File: config.mk
export PLATFORM = sky130hd
export DESIGN_NAME = rr_mux
export DESIGN_NICKNAME = d
export VERILOG_FILES = /design/src/rtl/rr_mux_pkg.sv /design/src/rtl/rr_mux_arbiter.sv /design/src/rtl/rr_mux.sv
export SDC_FILE = /design/constraint.sdc
export NUM_CORES = 1
export LEC_CHECK = 0
export BUFFER_PORTS_ARGS = -buffer_cell sky130_fd_sc_hd__buf_4
export CORE_ASPECT_RATIO = 0.5
export CORE_MARGIN = 10
export CORE_UTILIZATION = 42
export CTS_CLUSTER_SIZE = 14
export DETAILED_ROUTE_END_ITERATION = 10
export PLACE_DENSITY = 0.75
export SETUP_SLACK_MARGIN = 0.15
export SLEW_MARGIN = 20
export SYNTH_ARGS = -nofsm -noshare
export SYNTH_HDL_FRONTEND = slang
export SYNTH_HIERARCHICAL = 1
export SYNTH_SLANG_ARGS = --single-unit
File: constraint.sdc
create_clock -name clock -period 2 [get_ports clock]
set_input_delay 0.3 -clock clock [delete_from_list [all_inputs] [get_ports clock]]
set_output_delay 0.3 -clock clock [all_outputs]
set_load 0.03 [all_outputs]
File: src/rtl/rr_mux_pkg.sv
// Shared constants and types for the rr_mux stream multiplexer.
// Lock-state typedef is only exercised when RR_MUX_LOCK_EN is defined.
package rr_mux_pkg;

   localparam logic MODE_SEL = 1'b0;
   localparam logic MODE_RR  = 1'b1;

   typedef enum logic {
      IDLE   = 1'b0,
      LOCKED = 1'b1
   } lock_state_t;

endpackage

File: src/rtl/rr_mux_arbiter.sv
// Combinational round-robin picker: first requester at or above ptr, wrapping to 0.
// Expects ptr < N_CH.
module rr_arbiter #(
   parameter int N_CH  = 4,
   parameter int SEL_W = 2
) (
   input  logic [N_CH-1:0]  req,
   input  logic [SEL_W-1:0] ptr,
   output logic [N_CH-1:0]  gnt,
   output logic [SEL_W-1:0] idx
);

   logic [SEL_W:0] c;
   logic           found;

   always_comb begin
      gnt   = '0;
      idx   = '0;
      found = 1'b0;
      c     = '0;
      for (int k = 0; k < N_CH; k++) begin
         // one extra bit so ptr+k cannot overflow before the wrap
         c = {1'b0, ptr} + (SEL_W+1)'(k);
         if (c >= (SEL_W+1)'(N_CH)) c = c - (SEL_W+1)'(N_CH);
         if (!found && req[c[SEL_W-1:0]]) begin
            found = 1'b1;
            idx   = c[SEL_W-1:0];
         end
      end
      if (found) gnt[idx] = 1'b1;
   end

endmodule

File: src/rtl/rr_mux.sv
// N-channel registered stream mux with explicit-select or round-robin arbitration.
// Optional packet lock (in_last/out_last ports) enabled by defining RR_MUX_LOCK_EN.
//
// state  | meaning
// IDLE   | arbitrate every beat
// LOCKED | mid-packet, grant pinned to lock_ch until a last beat transfers
module rr_mux
   import rr_mux_pkg::*;
#(
   parameter  int N_CH  = 4,
   parameter  int WIDTH = 8,
   localparam int SEL_W = $clog2(N_CH)
) (
   input  logic                  clock,
   input  logic                  reset,
   input  logic                  mode,
   input  logic [SEL_W-1:0]      sel,
   input  logic [N_CH*WIDTH-1:0] in_data,
   input  logic [N_CH-1:0]       in_valid,
   output logic [N_CH-1:0]       in_ready,
   output logic [WIDTH-1:0]      out_data,
   output logic [SEL_W-1:0]      out_ch,
   output logic                  out_valid,
   input  logic                  out_ready
`ifdef RR_MUX_LOCK_EN
   ,
   input  logic [N_CH-1:0]       in_last,
   output logic                  out_last
`endif
);

   logic [WIDTH-1:0] ch_data [N_CH];
   logic [N_CH-1:0]  arb_gnt;
   logic [SEL_W-1:0] arb_idx;
   logic [SEL_W-1:0] ptr;
   logic [N_CH-1:0]  sel_vec;
   logic [N_CH-1:0]  g_vec;
   logic [SEL_W-1:0] g_idx;
   logic [SEL_W-1:0] ptr_nxt;
   logic             free;
   logic             xfer;
   logic             adv;

`ifdef RR_MUX_LOCK_EN
   lock_state_t      state_q, state_d;
   logic [SEL_W-1:0] lock_ch;
`endif

   for (genvar i = 0; i < N_CH; i++) begin : g_unpack
      assign ch_data[i] = in_data[i*WIDTH +: WIDTH];
   end

   rr_arbiter #(.N_CH(N_CH), .SEL_W(SEL_W)) u_arb (
      .req (in_valid),
      .ptr (ptr),
      .gnt (arb_gnt),
      .idx (arb_idx)
   );

   // out-of-range sel shifts the one-hot off the top and never grants
   assign sel_vec = ({1'b0, sel} < (SEL_W+1)'(N_CH)) ? (N_CH'(1) << sel) : '0;
   assign free    = !out_valid || out_ready;

   always_comb begin
      g_vec = '0;
      g_idx = '0;
      if (!reset) begin
`ifdef RR_MUX_LOCK_EN
         if (state_q == LOCKED) begin
            g_vec = (N_CH'(1) << lock_ch) & in_valid;
            g_idx = lock_ch;
         end else
`endif
         if (mode == MODE_RR) begin
            g_vec = arb_gnt;
            g_idx = arb_idx;
         end else begin
            g_vec = sel_vec & in_valid;
            g_idx = sel;
         end
      end
   end

   assign in_ready = free ? g_vec : '0;
   assign xfer     = free && (|g_vec);
   assign ptr_nxt  = (g_idx == SEL_W'(N_CH-1)) ? '0 : g_idx + SEL_W'(1);

`ifdef RR_MUX_LOCK_EN
   // pointer moves only when a packet closes, so a locked packet counts as one turn
   assign adv = xfer && in_last[g_idx] && ((state_q == LOCKED) || (mode == MODE_RR));

   always_comb begin
      state_d = state_q;
      if (xfer) begin
         case (state_q)
            IDLE:    if (!in_last[g_idx]) state_d = LOCKED;
            LOCKED:  if (in_last[g_idx])  state_d = IDLE;
            default: state_d = IDLE;
         endcase
      end
   end

   always_ff @(posedge clock) begin
      if (reset) begin
         state_q <= IDLE;
         lock_ch <= '0;
      end else begin
         state_q <= state_d;
         if (state_q == IDLE && state_d == LOCKED) lock_ch <= g_idx;
      end
   end
`else
   assign adv = xfer && (mode == MODE_RR);
`endif

   always_ff @(posedge clock) begin
      if (reset) begin
         ptr <= '0;
      end else if (adv) begin
         ptr <= ptr_nxt;
      end
   end

   always_ff @(posedge clock) begin
      if (reset) begin
         out_data  <= '0;
         out_ch    <= '0;
         out_valid <= 1'b0;
`ifdef RR_MUX_LOCK_EN
         out_last  <= 1'b0;
`endif
      end else if (xfer) begin
         out_data  <= ch_data[g_idx];
         out_ch    <= g_idx;
         out_valid <= 1'b1;
`ifdef RR_MUX_LOCK_EN
         out_last  <= in_last[g_idx];
`endif
      end else if (out_ready) begin
         out_valid <= 1'b0;
      end
   end

endmodule

## Yosys cells after proc, flatten, opt, wreduce, memory -nomap -nowiden

Cells that the tools add are included.

| word-level totals | value |
|---|---|
| bits in registers | 13 |
| bits of input ports | 42 |
| logic and storage cells | 74 |

| cells by class | value |
|---|---|
| add/sub/neg operators | 8 |
| magnitude comparators | 11 |
| equality and inequality tests | 1 |
| shift operators | 1 |
| mux-type cells | 34 |
| bitwise gates (word level) | 2 |
| reduce and logical (&&, ||, !) cells | 13 |

Operators by type and width:

| cell | number |
|---|---|
| 2-bit two-way mux | 11 |
| 8-bit binary-select mux with 2-bit select | 1 |
| 4-bit two-way mux | 4 |
| 8-bit two-way mux | 2 |
| 2-bit by 3-bit less-than comparator with 1-bit output (second input constant) | 5 |
| 3-bit >= comparator (second input constant) | 4 |
| 1-bit two-way mux | 11 |
| 1-bit binary-select mux with 2-bit select | 4 |
| 2-bit by 1-bit subtractor with 2-bit output (second input constant) | 4 |
| 2-bit by 2-bit adder with 3-bit output (second input constant) | 2 |
| 1-bit logical AND | 6 |
| 4-bit AND | 1 |
| 1-bit logical NOT | 4 |
| 4-bit OR reduction | 1 |
| 1-bit by 2-bit left shift with 4-bit output (first input constant) | 1 |
| 2-bit by 1-bit adder with 3-bit output (second input constant) | 1 |
| 2-bit by 3-bit >= comparator with 1-bit output (second input constant) | 1 |
| 2-bit inverter with 3-bit output | 1 |
| 2-bit by 1-bit adder with 2-bit output (second input constant) | 1 |
| 1-bit demux with 2-bit select | 1 |
| 2-bit == test (second input constant) | 1 |
| 2-bit by 1-bit >= comparator with 1-bit output (second input constant) | 1 |
| 2-bit nonzero test | 1 |
| 1-bit logical OR | 1 |

## Depth between registers and ports, before layout

| depth | value |
|---|---|
| word-level depth | 24 |
| mapped depth | 11 |

## Hierarchy

The synthesis kept the hierarchy.

Modules (own cells, without submodules):

| module | instances | cells each | area an instance (µm²) | seq. area each (µm²) |
|---|---|---|---|---|
| rr_mux | 1 | 122 | 1068.5 | 260.2 |
| rr_arbiter | 1 | 31 | 197.7 | 0.0 |

## Least setup slack after synthesis

No wires, ideal clock.

| timing | value |
|---|---|
| path type | register to register |
| start | register ptr[1] |
| end | register ptr[1] |
| setup time | 121 ps |
| arrival time | 2031 ps |
| slack | -151 ps |
| stages on the path, launching flop included | 10 |
| path buffers | 2 |
| cells stage by stage | dfxtp_1 buf_6 mux2i_1 nor2_1 a311oi_1 mux2i_4 clkbuf_2 nor2_1 ha_1 mux2_2 |

| between the ends | value |
|---|---|
| elaborated cells on any way between the ends | 53 |

RTL lines:

| item | line | source |
|---|---|---|
| start, declared | rr_mux.sv:35 | `logic [SEL_W-1:0] ptr;` |
| start signal, assigned | rr_mux.sv:120 | `ptr <= ptr_nxt;` |
| parallel branches: the longest is 13 deep, another holds 2-bit by 1-bit adder with 3-bit output | n/a |  |
| 2-bit two-way mux * | rr_mux_arbiter.sv:25 | `if (!found && req[c[SEL_W-1:0]]) begin` |
| named net arb_idx[0] | rr_mux.sv:34 | `logic [SEL_W-1:0] arb_idx;` |
| 2-bit two-way mux * | rr_mux.sv:74 | `if (mode == MODE_RR) begin` |
| 2-bit two-way mux * | rr_mux.sv:67 | `if (!reset) begin` |
| named net g_idx[0] | rr_mux.sv:38 | `logic [SEL_W-1:0] g_idx;` |
| 2-bit by 1-bit adder with 2-bit output / 2-bit == test (equally long branches) | rr_mux.sv:86 | `assign ptr_nxt = (g_idx == SEL_W'(N_CH-1)) ? '0 : g_idx + SEL_W'(1);` |
| 2-bit two-way mux * | rr_mux.sv:86 |  |
| named net ptr_nxt[1] | rr_mux.sv:39 | `logic [SEL_W-1:0] ptr_nxt;` |

Mark *: on every way through the listed nets, which the timed path passes. The select of a mux whose other input is x is not followed.
A chain may end at the register's enable or synchronous reset.

## Worst setup path in the final report

| timing | value |
|---|---|
| start | register ptr[1] |
| end | output port in_ready[2] |

| between the ends | value |
|---|---|
| cells in the longest elaborated chain, start to end | 22 |
| elaborated cells on any way between the ends | 46 |

Ends and longest elaborated chain:

| item | line | source |
|---|---|---|
| parallel branches: the longest is 18 deep, another holds 2-bit by 1-bit adder with 3-bit output | n/a |  |
| 4-bit two-way mux * | rr_mux_arbiter.sv:30 | `if (found) gnt[idx] = 1'b1;` |
| named net arb_gnt[2] | rr_mux.sv:33 | `logic [N_CH-1:0] arb_gnt;` |
| 4-bit two-way mux * | rr_mux.sv:74 |  |
| 4-bit two-way mux * | rr_mux.sv:67 |  |
| 4-bit two-way mux * | rr_mux.sv:84 | `assign in_ready = free ? g_vec : '0;` |
| end, declared | rr_mux.sv:20 | `output logic [N_CH-1:0] in_ready,` |

Marks and branches as above.

==> run_results.csv <==
group,metric,value,unit
timing,post-route-worst-setup-slack,-0.0189,ns
job,cap_viol_max_count,0,
detailed_routing,drc,0,
worst_setup_path,max_stage_delay,0.37,ns
placement,dp_hpwl,3170,um
power_and_ir_drop,ir_drop,0.309,mV
worst_hold_path,hold_class,"in2reg",
worst_setup_path,cp.arrival,1.72,ns
final_layout,syn_to_final_growth,65.2,%
grt,overflow,0,
clocking,cts_buffer_depth,2,
worst_hold_path,hold_start,"out_ready",
clocking,ctsRootBufferMaster,"clkbuf_8",
outcome,status,"complete, but fails checks",
worst_setup_path,critPathSlowestCell,"dfxtp_4",
synthesis,synth_common_cells,"19 x o21ai_0, 18 x nand2b_1, 13 x dfxtp_1",
synthesis,synth_area_leader_cell,"dfxtp_1",
timing,setup_viol,1,
floorplanning,die_h,58.8,um
outcome,failed_checks,"setup timing",
timing,fin_skew,0.00390,ns
timing,layout_worst_path_cycle_share,1.01,
final_layout,diodes,0,
placement,dp_cells,238,
worst_setup_path,crit-reg2reg-launch,"ptr[1]",
clocking,htree_num_levels,1,
timing,finalHoldViolations,0,
synthesis,synth_seq_cells,13,
power_and_ir_drop,power.density,577,mW/mm^2
synthesis,synth_warnings,6,
placement,portBuffers,56,
synthesis,async_flop_share,0,
detailed_routing,dr.pass1.iters,4,
final_layout,final_cells,256,
floorplanning,coreArea,0.00273,sq mm
final_layout,drive_gt1_frac,0.557,
clocking,tritoncts,"yes",
synthesis,ys_types,40,
worst_setup_path,worst_setup_path_end_kind,"output pin",
detailed_routing,wl,4980,um
grt,grt_antenna_before_repair,0,
power_and_ir_drop,p_leak,0.860,nW
synthesis,synth_ff_type,"dfxtp_1",
timing,relSlewSlack,0.798,
grt,gr-usage-all-layers,0.158,
detailed_routing,ant_nets,0,
detailed_routing,viasPerCell,6.06,
worst_setup_path,crit_path_cell_trace,"buf_6 > and2b_2 > o21bai_1 > a21boi_1 > a32oi_2 > nor2_1 > buf_4",
clocking,clock_sinks,13,
grt,grt_max_degree,33,
synthesis,synthMostInstantiatedCell,"o21ai_0",
detailed_routing,dr.first_iter.drc_count,102,
synthesis,synth_top_cell_area_share,0.206,
timing,drv_slew,0,
final_layout,fillerInstances,207,
worst_setup_path,startpoint_type,"flip-flop",
worst_setup_path,setup.worst_path.start,"ptr[1]",
synthesis,synthCells,153,
timing,worstMarginPinSlew,0.296,ns
worst_setup_path,crit_buf_inv,2,
worst_setup_path,path_delay_family,"compound AO/OA/AOI/OAI gates",
clocking,clk_pin_slew,0.06,ns
timing,fmax,0.495,GHz
synthesis,synthTopCellsByArea,"dfxtp_1 21%, nand2b_1 8.9%, o21ai_0 7.5%, a32o_1 6.3%, o221ai_1 4.8%",
worst_setup_path,cp_max_fo,5,
grt,grt_pass1_wl,7660,um
synthesis,avgSynthCellArea,8.28,sq um
placement,post-place-ws,-0.0124,ns
floorplanning,fp.dieW,97.7,um
synthesis,synth_area,0.00127,sq mm
worst_setup_path,worst-endpoint-required,1.70,ns
timing,tns,-0.0189,ns
floorplanning,start_util,0.463,
grt,grt_pass1_vias,1535,
clocking,worstSkewPairLatency,0.25,ns
final_layout,nets,263,
power_and_ir_drop,totalPowerFinal,1.21,mW
detailed_routing,wire_per_inst,19.4,um
timing,fin_crit,2.02,ns
synthesis,ys_seq_area_frac,0.206,
clocking,cts_hold_buffers,0,
timing,rsz0062_at_grt,"true",
floorplanning,ios,57,
worst_setup_path,worstSetupPathType,"reg2out",
placement,gp_congestion,0.789,
floorplanning,fp-row-count,13,
detailed_routing,vias,1551,
synthesis,synth_edf_count,0,
synthesis,syn_nets,196,
floorplanning,die_area,0.00574,sq mm
clocking,numCtsBuffers,3,
[worst paths after layout]
path	to	slack, ns	depth (start not counted)
worst max-delay path	in_ready[2]	-0.02	7
worst max register to register	ptr[1]	0.01	8
worst min register to register	out_ch[1]	0.53	2
worst min-delay path	out_valid	0.42	3
[metal layers]
metal / GRT usage / vias up / wire length [um]
li1: - / 735 / -
met1: 0.180 / 746 / 1930
met2: 0.300 / 56 / 2600
met3: 0.0326 / 14 / 313
met4: 0.0370 / 0 / 132
met5: 0 / - / 0
[worst register-to-register path, cell delays in order (launching register included)]
cell      delay [ns]
dfxtp_4         0.37
buf_6           0.10
and2b_2         0.21
o21bai_1        0.13
a21boi_1        0.09
a32oi_2         0.27
buf_4           0.16
a41o_1          0.22
mux2_4          0.31
[final cells by class]
type / count / area, sq um / area share
timing repair buffer: 75 / 597 / 0.285
multi-input combinational: 122 / 1120 / 0.534
tap: 37 / 46.3 / 0.0221
sequential: 13 / 268 / 0.128
inverter: 5 / 18.8 / 0.00897
clock buffer: 4 / 45.0 / 0.0215
[power breakdown]
part	total (mW)	leakage (nW)	internal [mW]	switching, mW
logic	0.632	0.728	0.302	0.330
clock network	0.250	0.0228	0.141	0.109
registers	0.324	0.109	0.299	0.0251
[sequential cells by signal, indices dropped and copies added (netlist names)]
signal and count:
ptr 2, out_ch 2, out_data 8, out_valid 1
[cell usage in the layout (no fill, tap or decap), drive strengths merged, types with 5 or more instances in the layout]
cell type / Yosys / routed
dfxtp: 13 / 13
nor2b: 5 / 5
o21ai: 19 / 19
a32o: 8 / 8
a21oi: 5 / 5
nand3b: 8 / 8
buf: 6 / 75
nor2: 10 / 10
mux2: 4 / 6
a211oi: 8 / 8
o221ai: 8 / 8
nand2b: 18 / 18
inv: 5 / 5
[cell families (layout without fill, tap and decap cells)]
logic type	Yosys count	in the layout	synth area share
AOI/OAI and AO/OA	63	63	0.375
adders and majority gates	1	1	0.00988
buffers and inverters	20	84	0.0879
DFF	13	13	0.206
muxes	8	10	0.0860
and+or+nand+nor	48	48	0.235
[metrics by stage]
step | hold slack (ns) | util | area (sq um)
global placement | 0.472 | 0.643 | 1760
detailed placement | 0.486 | 0.643 | 1760
global route | 0.429 | 0.766 | 2090
floorplan | 0.549 | - | 1350
finish | 0.419 | 0.766 | 2090
CTS | 0.422 | 0.727 | 1990
[timing repair]
item | CTS | global route
cloned | 3 | 1
buffers inserted | 7 | 3
endpoints found under the hold margin | 0 | 0
endpoints found under the setup margin | 16 | 16
gates resized for setup | 34 | 22
pin swaps | 9 | 17
Note: power is estimated with default switching activity, not from simulation.
